[config.mk]
export PLATFORM = sky130hd
export DESIGN_NAME = circle
export DESIGN_NICKNAME = d
export VERILOG_FILES = /design/src/rtl/circle_pkg.sv /design/src/rtl/circle.sv
export SDC_FILE = /design/constraint.sdc
export NUM_CORES = 1
export LEC_CHECK = 0
export BUFFER_PORTS_ARGS = -buffer_cell sky130_fd_sc_hd__buf_2
export CORE_MARGIN = 8
export CORE_UTILIZATION = 59
export CTS_CLUSTER_SIZE = 28
export DETAILED_ROUTE_END_ITERATION = 16
export GPL_ROUTABILITY_DRIVEN = 0
export GPL_TIMING_DRIVEN = 0
export PLACE_DENSITY = 0.8
export SLEW_MARGIN = 15
export SYNTH_ARGS = -nofsm -noshare
export SYNTH_HDL_FRONTEND = slang
export SYNTH_SLANG_ARGS = --single-unit
[constraint.sdc]
create_clock -name clk -period 4.7 [get_ports clk]
set_input_delay 0.94 -clock clk [delete_from_list [all_inputs] [get_ports clk]]
set_output_delay 0.94 -clock clk [all_outputs]
set_load 0.1 [all_outputs]
[src/rtl/circle_pkg.sv]
// Shared geometry, state and octant definitions for the midpoint circle drawer.
// The octant mapping lives here so every consumer agrees on pixel order.
package circle_pkg;

  localparam logic signed [9:0] SCREEN_W = 10'sd160;
  localparam logic signed [9:0] SCREEN_H = 10'sd120;

  typedef enum logic [2:0] {
    IDLE,
    INIT,
    PLOT,
    UPDATE,
    DONE
  } circle_state_t;

  typedef logic [2:0] octant_t;

  typedef struct packed {
    logic signed [9:0] x;
    logic signed [9:0] y;
  } pixel_t;

  // Maps one (ox, oy) offset onto the octant selected by oct, relative to the centre.
  function automatic pixel_t octant_pixel(
    input logic [7:0]        cx,
    input logic [6:0]        cy,
    input logic signed [9:0] ox,
    input logic signed [9:0] oy,
    input octant_t           oct
  );
    logic signed [9:0] sx;
    logic signed [9:0] sy;
    pixel_t            p;
    sx = signed'({2'b00, cx});
    sy = signed'({3'b000, cy});
    case (oct)
      3'd0:    begin p.x = sx + ox; p.y = sy + oy; end
      3'd1:    begin p.x = sx + oy; p.y = sy + ox; end
      3'd2:    begin p.x = sx - ox; p.y = sy + oy; end
      3'd3:    begin p.x = sx - oy; p.y = sy + ox; end
      3'd4:    begin p.x = sx - ox; p.y = sy - oy; end
      3'd5:    begin p.x = sx - oy; p.y = sy - ox; end
      3'd6:    begin p.x = sx + ox; p.y = sy - oy; end
      default: begin p.x = sx + oy; p.y = sy - ox; end
    endcase
    return p;
  endfunction

  function automatic logic on_screen(input pixel_t p);
    return (p.x >= 10'sd0) && (p.x < SCREEN_W) && (p.y >= 10'sd0) && (p.y < SCREEN_H);
  endfunction

endpackage

[src/rtl/circle.sv]
// Midpoint circle outline drawer: one candidate pixel per PLOT cycle to the VGA
// adapter plot port, off-screen pixels suppressed, start/done handshake.
module circle
  import circle_pkg::*;
(
  input  logic       clk,
  input  logic       rst,
  input  logic       start,
  input  logic [7:0] centre_x,
  input  logic [6:0] centre_y,
  input  logic [7:0] radius,
  input  logic [2:0] colour,
  output logic       done,
  output logic [7:0] vga_x,
  output logic [6:0] vga_y,
  output logic [2:0] vga_colour,
  output logic       vga_plot
);

  circle_state_t     state_q, state_d;
  logic [7:0]        cx_q, cx_d;
  logic [6:0]        cy_q, cy_d;
  logic [7:0]        r_q, r_d;
  logic [2:0]        colour_q, colour_d;
  logic signed [9:0] ox_q, ox_d;
  logic signed [9:0] oy_q, oy_d;
  logic signed [11:0] crit_q, crit_d;
  octant_t           oct_q, oct_d;

  logic signed [9:0] oy_inc;
  logic signed [9:0] ox_dec;
  logic signed [9:0] ox_next;
  logic signed [9:0] diff;
  pixel_t            pix;
  logic              pix_on;

  always_comb begin
    // NOTE: every variable gets a default before the case so no path infers a latch.
    state_d  = state_q;
    cx_d     = cx_q;
    cy_d     = cy_q;
    r_d      = r_q;
    colour_d = colour_q;
    ox_d     = ox_q;
    oy_d     = oy_q;
    crit_d   = crit_q;
    oct_d    = oct_q;
    oy_inc   = oy_q + 10'sd1;
    ox_dec   = ox_q - 10'sd1;
    ox_next  = ox_q;
    diff     = oy_inc - ox_dec;

    unique case (state_q)
      IDLE: begin
        if (start) begin
          cx_d     = centre_x;
          cy_d     = centre_y;
          r_d      = radius;
          colour_d = colour;
          state_d  = INIT;
        end
      end
      INIT: begin
        ox_d    = signed'({2'b00, r_q});
        oy_d    = 10'sd0;
        crit_d  = 12'sd1 - signed'({4'b0000, r_q});
        oct_d   = 3'd0;
        state_d = PLOT;
      end
      PLOT: begin
        oct_d = oct_q + 3'd1;
        if (oct_q == 3'd7) state_d = UPDATE;
      end
      UPDATE: begin
        oy_d = oy_inc;
        // {v, 1'b1} sign-extended by one bit is exactly 2*v + 1.
        if (crit_q <= 12'sd0) begin
          crit_d = crit_q + signed'({oy_inc[9], oy_inc, 1'b1});
        end else begin
          ox_next = ox_dec;
          ox_d    = ox_dec;
          crit_d  = crit_q + signed'({diff[9], diff, 1'b1});
        end
        oct_d = 3'd0;
        if (oy_inc <= ox_next) state_d = PLOT;
        else                   state_d = DONE;
      end
      DONE: begin
        if (!start) state_d = IDLE;
      end
      default: state_d = IDLE;
    endcase
  end

  assign pix    = octant_pixel(cx_q, cy_q, ox_q, oy_q, oct_q);
  assign pix_on = on_screen(pix);

  always_comb begin
    vga_x      = '0;
    vga_y      = '0;
    vga_colour = '0;
    vga_plot   = 1'b0;
    done       = (state_q == DONE);
    if (state_q == PLOT) begin
      vga_x      = pix.x[7:0];
      vga_y      = pix.y[6:0];
      vga_colour = colour_q;
      vga_plot   = pix_on;
    end
  end

  always_ff @(posedge clk) begin
    // NOTE: non-blocking assignments so every flop samples pre-edge values.
    if (rst) begin
      state_q  <= IDLE;
      cx_q     <= '0;
      cy_q     <= '0;
      r_q      <= '0;
      colour_q <= '0;
      ox_q     <= '0;
      oy_q     <= '0;
      crit_q   <= '0;
      oct_q    <= '0;
    end else begin
      state_q  <= state_d;
      cx_q     <= cx_d;
      cy_q     <= cy_d;
      r_q      <= r_d;
      colour_q <= colour_d;
      ox_q     <= ox_d;
      oy_q     <= oy_d;
      crit_q   <= crit_d;
      oct_q    <= oct_d;
    end
  end

endmodule

==> results of run 1 <==
==> layer usage <==
| layer | global-route usage | vias up | share of wire |
|---|---|---|---|
| li1 | - | 3641 | - |
| met1 | 0.383 | 3485 | 0.44 |
| met2 | 0.412 | 414 | 0.42 |
| met3 | 0.0395 | 50 | 0.11 |
| met4 | 0.119 | 0 | 0.035 |
| met5 | 0 | - | 0 |
==> through the flow <==
| step | utilization | worst slack, ns | hold WS [ns] | TNS [ns] | total power, mW |
|---|---|---|---|---|---|
| after CTS | 0.670 | 0.0104 | 0.454 | 0 | 2.29 |
| final | 0.677 | 0.0220 | 0.454 | 0 | 2.32 |
| after global routing | 0.677 | -0.111 | 0.486 | -0.127 | 2.45 |
| after global placement | 0.643 | -0.138 | 0.439 | -0.156 | 1.58 |
| after floorplan | - | 0.197 | 0.432 | 0 | 1.38 |
| after detailed placement | 0.643 | -0.0820 | 0.447 | -0.151 | 1.60 |
==> worst paths after layout <==
kind / from / end / depth (start not counted)
setup / recovery: ox_q[1]$_SDFFE_PP0N_ / vga_plot / 12
hold / removal: colour_q[1]$_SDFFE_PP0P_ / colour_q[1]$_SDFFE_PP0P_ / 2
setup reg to reg: ox_q[1]$_SDFFE_PP0N_ / crit_q[11]$_SDFFE_PP0N_ / 18
hold reg to reg: colour_q[1]$_SDFFE_PP0P_ / colour_q[1]$_SDFFE_PP0P_ / 2
==> final cells by class <==
class,count,share of cell area
inverter,62,0.0291
timing repair buffer,52,0.0343
buffer,39,0.0186
tap,147,0.0226
clock buffer,12,0.0316
multi-input combinational,804,0.697
sequential,64,0.160
clock inverter,4,0.00647
==> worst max-delay path, cell delays in order (launching register included) <==
cell and delay (ns):
dfxtp_4 0.46, clkinvlp_4 0.22, buf_4 0.20, ha_1 0.28, o21bai_1 0.14, a21oi_1 0.13
o31a_1 0.29, a221o_1 0.33, a211oi_1 0.38, or3_1 0.22, o22ai_1 0.13, nor4_4 0.35
buf_6 0.27
==> flip-flops by register name (all words and copies together) (netlist names) <==
register	flops
colour_q	3
crit_q	12
cx_q	8
cy_q	7
oct_q	3
ox_q	10
oy_q	10
r_q	8
state_q	3
==> logic make-up after synthesis <==
family | after synthesis | share of synthesized area
adder cells (fa/ha/maj) | 108 | 0.196
buffers and inverters | 101 | 0.0527
AND/OR/NAND/NOR | 328 | 0.214
XOR/XNOR | 56 | 0.0684
flip-flops | 64 | 0.176
AO/OA/AOI/OAI | 300 | 0.276
multiplexers | 12 | 0.0172
==> cell usage in the layout (no fill, tap or decap), types with 15 or more instances in the layout <==
| master | count |
|---|---|
| inv_1 | 59 |
| clkbuf_1 | 33 |
| nor3_1 | 28 |
| buf_2 | 50 |
| nor2_1 | 106 |
| ha_1 | 98 |
| nand2_1 | 97 |
| o21ai_0 | 32 |
| xnor2_1 | 44 |
| a21oi_1 | 103 |
| nand2b_1 | 15 |
| dfxtp_1 | 54 |
==> what timing repair did <==
action                                  CTS  global route
resized for setup                         9            12
setup buffers                             0             5
endpoints found under the setup margin    3             5
gates cloned                              0             0
pin swaps                                 0             0
hold endpoints to repair                  0             0
==> where the power goes <==
| part | internal, mW | switching (mW) |
|---|---|---|
| combinational | 0.394 | 0.606 |
| sequential | 0.573 | 0.0546 |
| clock | 0.440 | 0.256 |
==> run_results.csv, run 1 <==
group,metric,value,unit
power,power_density,286,nW/um2
setup_path,worstSetupPathType,"reg -> out",
cells_and_area,areaGrowthSynthToFinish,11.6,%
clock_network,clk_latency,0.34,ns
cells_and_area,multi_input_area,5670,um2
yosys,syn_area,7280,um2
yosys,synth_nets,1106,
cells_and_area,n_antenna_cell,0,
setup_path,crit_fanout,7,
clock_network,ctsHoldBuffers,0,
hold_path,hp-class,"reg -> reg",
drt,wl,22500,um
floorplanning,start_util,0.606,
placed_design,place_area,7720,um2
flow_run,drv_cap,0,
placed_design,dpl.cell_count,1163,
yosys,yosys-top-cells-count,"106 x nor2_1, 104 x a21oi_1, 98 x ha_1",
sta,layout_min_cycle_time,4.68,ns
sta,maxSlewHeadroom,0.482,
grt,grt-ovfl-total,0,
clock_network,cts_tree,"yes",
cells_and_area,fillers,1021,
clock_network,numCtsBuffers,9,
grt,grt_pass1_wl,35700,um
yosys,synthArstFlopShare,0,
cells_and_area,fin_area,8130,um2
placed_design,numPortBuffers,47,
yosys,syn-instance-count,969,
cells_and_area,final_nets,1169,
placed_design,dp_hpwl,17100,um
floorplanning,ios,49,
sta,setup_violations,0,
yosys,seq_area_frac_synth,0.176,
sta,tightest_slew,0.775,ns
run_status,status,"complete, no violations",
power,peakVddDrop,0.259,mV
cells_and_area,regArea,1300,um2
setup_path,regToRegSetupSlack,0.12,ns
sta,period_share,0.995,
floorplanning,core-area,12000,um2
sta,hold_viol_final,0,
grt,antenna_found_initial,0,
drt,drt_pass1_iterations,5,
yosys,synth_area_leader_cell,"dfxtp_1",
drt,viasPerCell,6.41,
yosys,synth_enable_flop_cells,0,
sta,slew_violations,0,
yosys,synth_cell_types,76,
clock_network,clkTransAtPathRegs,0.05,ns
drt,wl_per_cell,19.0,um
setup_path,critPathLaunchType,"flop",
yosys,avgSynthCellArea,7.52,um2
clock_network,clockBufferDepth,2,
setup_path,arrival,3.74,ns
drt,ant_nets,0,
floorplanning,rows,40,
setup_path,critPathRequiredTime,3.76,ns
clock_network,htreeDepth,3,
cells_and_area,drive_gt1_frac,0.106,
yosys,synthTopCellsByArea,"dfxtp_1 18%, ha_1 17%, a21oi_1 7.1%, nor2_1 5.5%, xnor2_1 5.3%",
floorplanning,dieArea,16200,um2
drt,drc,0,
floorplanning,die_h,127,um
drt,vias,7590,
floorplanning,die_x,127,um
cells_and_area,final_cells,1184,
yosys,yosysTopAreaCellShare,0.176,
clock_network,root_buffer,"clkbuf_16",
yosys,synth.most_common_cell,"nor2_1",
yosys,yosys_register_bits,64,
grt,grtUsageTotal,0.275,
power,leakage,3.54,nW
clock_network,cts_num_sinks,64,
grt,grt_pass1_vias,6922,
drt,drtIter0Drc,926,
yosys,yosysWarnings,0,
sta,rsz0062_at_grt,"true",
sta,final.setup_skew,0.00912,ns
sta,max_freq,214,MHz
setup_path,endpoint_kind,"output pin",
yosys,ys.flop_type,"dfxtp_1",
grt,grt_max_degree,14,
Note: power is estimated with default switching activity, not from simulation.
==> run 2, diff against run 1 <==
Settings changed: CORE_UTILIZATION 59 to 61, PLACE_DENSITY 0.8 to 0.82.
==> run 2 against run 1 <==
Effect of this change: global-route usage rose by 0.64 points; first-iteration DRC count decreased by 23%; sequential cell count is the same; worst hold slack barely moved; non-clock buffer count fell by 1; via count grew 1.2%; die area is 2.9% lower; core utilization increased by 1.0 points; critical endpoint unchanged; largest cell class unchanged.
==> run_results.csv, run 2 (same netlist as run 1, synthesis figures left out) <==
group,metric,value,unit
run_status,status,"complete, no violations",
placed_design,place_ws,-0.152,ns
cells_and_area,final_common_cell,"nor2_1",
drt,vias,7678,
drt,viasPerCell,6.49,
sta,hold_viol_final,0,
cells_and_area,areaGrowthSynthToFinish,11.4,%
clock_network,clkTransAtPathRegs,0.05,ns
drt,wl_met3,2670,um
drt,routed.top_layer,"met4",
floorplanning,die_x,125,um
placed_design,numPortBuffers,47,
cells_and_area,reg.largest.list,"crit_q: 12 flops, ox_q: 10 flops, oy_q: 10 flops",
sta,slew_violations,0,
power,total_power,2.28,mW
cells_and_area,regArea,1300,um2
cells_and_area,regMostFlops,"crit_q",
grt,grt_pass1_vias,7047,
setup_path,arrival,3.67,ns
setup_path,worstSetupPathType,"reg -> out",
power,power_density,281,nW/um2
setup_path,cp_cell_sequence,"inv_1, ha_1, clkbuf_1, inv_1, o22ai_1, o22ai_1, xor2_1, o31a_1, a31oi_1, o211ai_1, nor4_4, buf_6",
grt,grt_max_degree,14,
cells_and_area,multi_input_area,5680,um2
clock_network,numCtsBuffers,9,
setup_path,crit_fanout,7,
cells_and_area,final_nets,1168,
cells_and_area,mostFrequentLayoutCells,"105 x nor2_1, 104 x a21oi_1, 98 x ha_1",
setup_path,critPathMaxStageDelay,0.52,ns
sta,layout_min_cycle_time,4.61,ns
drt,ant_nets,0,
grt,grtUsageTotal,0.281,
sta,max_freq,217,MHz
sta,setup_slack,0.0894,ns
hold_path,hold_path_startpoint,"colour_q[1]$_SDFFE_PP0P_",
clock_network,clockBufferDepth,2,
placed_design,dp_hpwl,17400,um
setup_path,crit_start,"oy_q[4]$_SDFFE_PP0N_",
grt,grt-ovfl-total,0,
clock_network,cts_num_sinks,64,
clock_network,htreeDepth,3,
flow_run,drv_cap,0,
setup_path,cp_num_buf_inv,4,
grt,antenna_found_initial,0,
floorplanning,core-area,11800,um2
floorplanning,rows,40,
sta,setup_violations,0,
drt,wl_met1,9630,um
clock_network,clk_latency,0.33,ns
sta,period_share,0.981,
power,peakVddDrop,0.268,mV
floorplanning,die_h,125,um
setup_path,endpoint_kind,"output pin",
cells_and_area,fillers,988,
sta,final.setup_skew,0.00493,ns
sta,tightest_slew,0.765,ns
drt,wl_met2,9660,um
cells_and_area,n_antenna_cell,0,
cells_and_area,largest_reg_flops,12,
setup_path,critPathLaunchType,"flop",
clock_network,cts_tree,"yes",
setup_path,critPathSlowestCell,"dfxtp_1",
floorplanning,ios,49,
cells_and_area,drive_gt1_frac,0.106,
drt,drtIter0Drc,712,
drt,drc,0,
clock_network,ctsHoldBuffers,0,
drt,wl,22800,um
setup_path,path_delay_family,"compound AO/OA/AOI/OAI gates",
floorplanning,dieArea,15700,um2
floorplanning,start_util,0.617,
grt,grt_pass1_wl,36000,um
drt,drt_pass1_iterations,7,
sta,maxSlewHeadroom,0.488,
clock_network,root_buffer,"clkbuf_16",
setup_path,r2r_start,"oy_q[4]$_SDFFE_PP0N_",
drt,wl_per_cell,19.3,um
hold_path,hp-class,"reg -> reg",
setup_path,critPathRequiredTime,3.76,ns
power,leakage,3.55,nW
## run 2: routing by layer
layer / vias to the layer above / track usage
li1: 3636 / -
met1: 3535 / 0.375
met2: 445 / 0.422
met3: 62 / 0.0680
met4: 0 / 0.118
met5: - / 0
## run 2: area by class of cell
type,count,share of cell area
Timing Repair Buffer,51,0.0335
Clock buffer,10,0.0282
Sequential cell,64,0.160
Inverter,62,0.0292
Buffer,39,0.0187
Clock inverter,6,0.00740
Tap cell,147,0.0227
Multi-Input combinational cell,804,0.700
## run 2: worst paths after layout
kind                                                  to  slack (ns)  cells past startpoint
worst max-delay path                            vga_plot        0.09                     12
worst min-delay path            colour_q[1]$_SDFFE_PP0P_        0.45                      2
worst max register to register   crit_q[11]$_SDFFE_PP0N_        0.28                     17
worst min register to register  colour_q[1]$_SDFFE_PP0P_        0.45                      2
## run 2: what timing repair did
| item | 4_1_cts | 5_1_grt |
|---|---|---|
| setup buffers | 1 | 3 |
| endpoints found under the setup margin | 2 | 4 |
| pin swaps | 0 | 1 |
| gates resized for setup | 9 | 13 |
## run 2: where the power goes
| part | total, mW | internal (mW) | switching (mW) | leakage [nW] |
|---|---|---|---|---|
| sequential | 0.626 | 0.573 | 0.0531 | 0.527 |
| combinational | 1.00 | 0.394 | 0.608 | 2.88 |
| clock | 0.654 | 0.407 | 0.247 | 0.138 |
| total | 2.28 | 1.37 | 0.908 | 3.55 |
## run 2: per-stage QoR
step                      instances  area [um2]  utilization  hold WS (ns)  TNS (ns)
after floorplan                 969        7300            -         0.432         0
after global placement         1163        7720        0.653         0.438    -0.202
after detailed placement       1163        7720        0.654         0.443    -0.258
after CTS                      1180        8050        0.681         0.450         0
after global routing           1183        8110        0.687         0.474   -0.0433
final                          1183        8110        0.687         0.454         0
## run 2: worst reg2reg max path: cells and delay by family (launching register included)
family	cells	cell delay [ns]
AO/OA/AOI/OAI	6	1.09
XOR/XNOR	3	0.60
adder cells (fa/ha/maj)	2	0.68
buffers and inverters	1	0.17
flip-flops	1	0.52
AND/OR/NAND/NOR	5	1.23
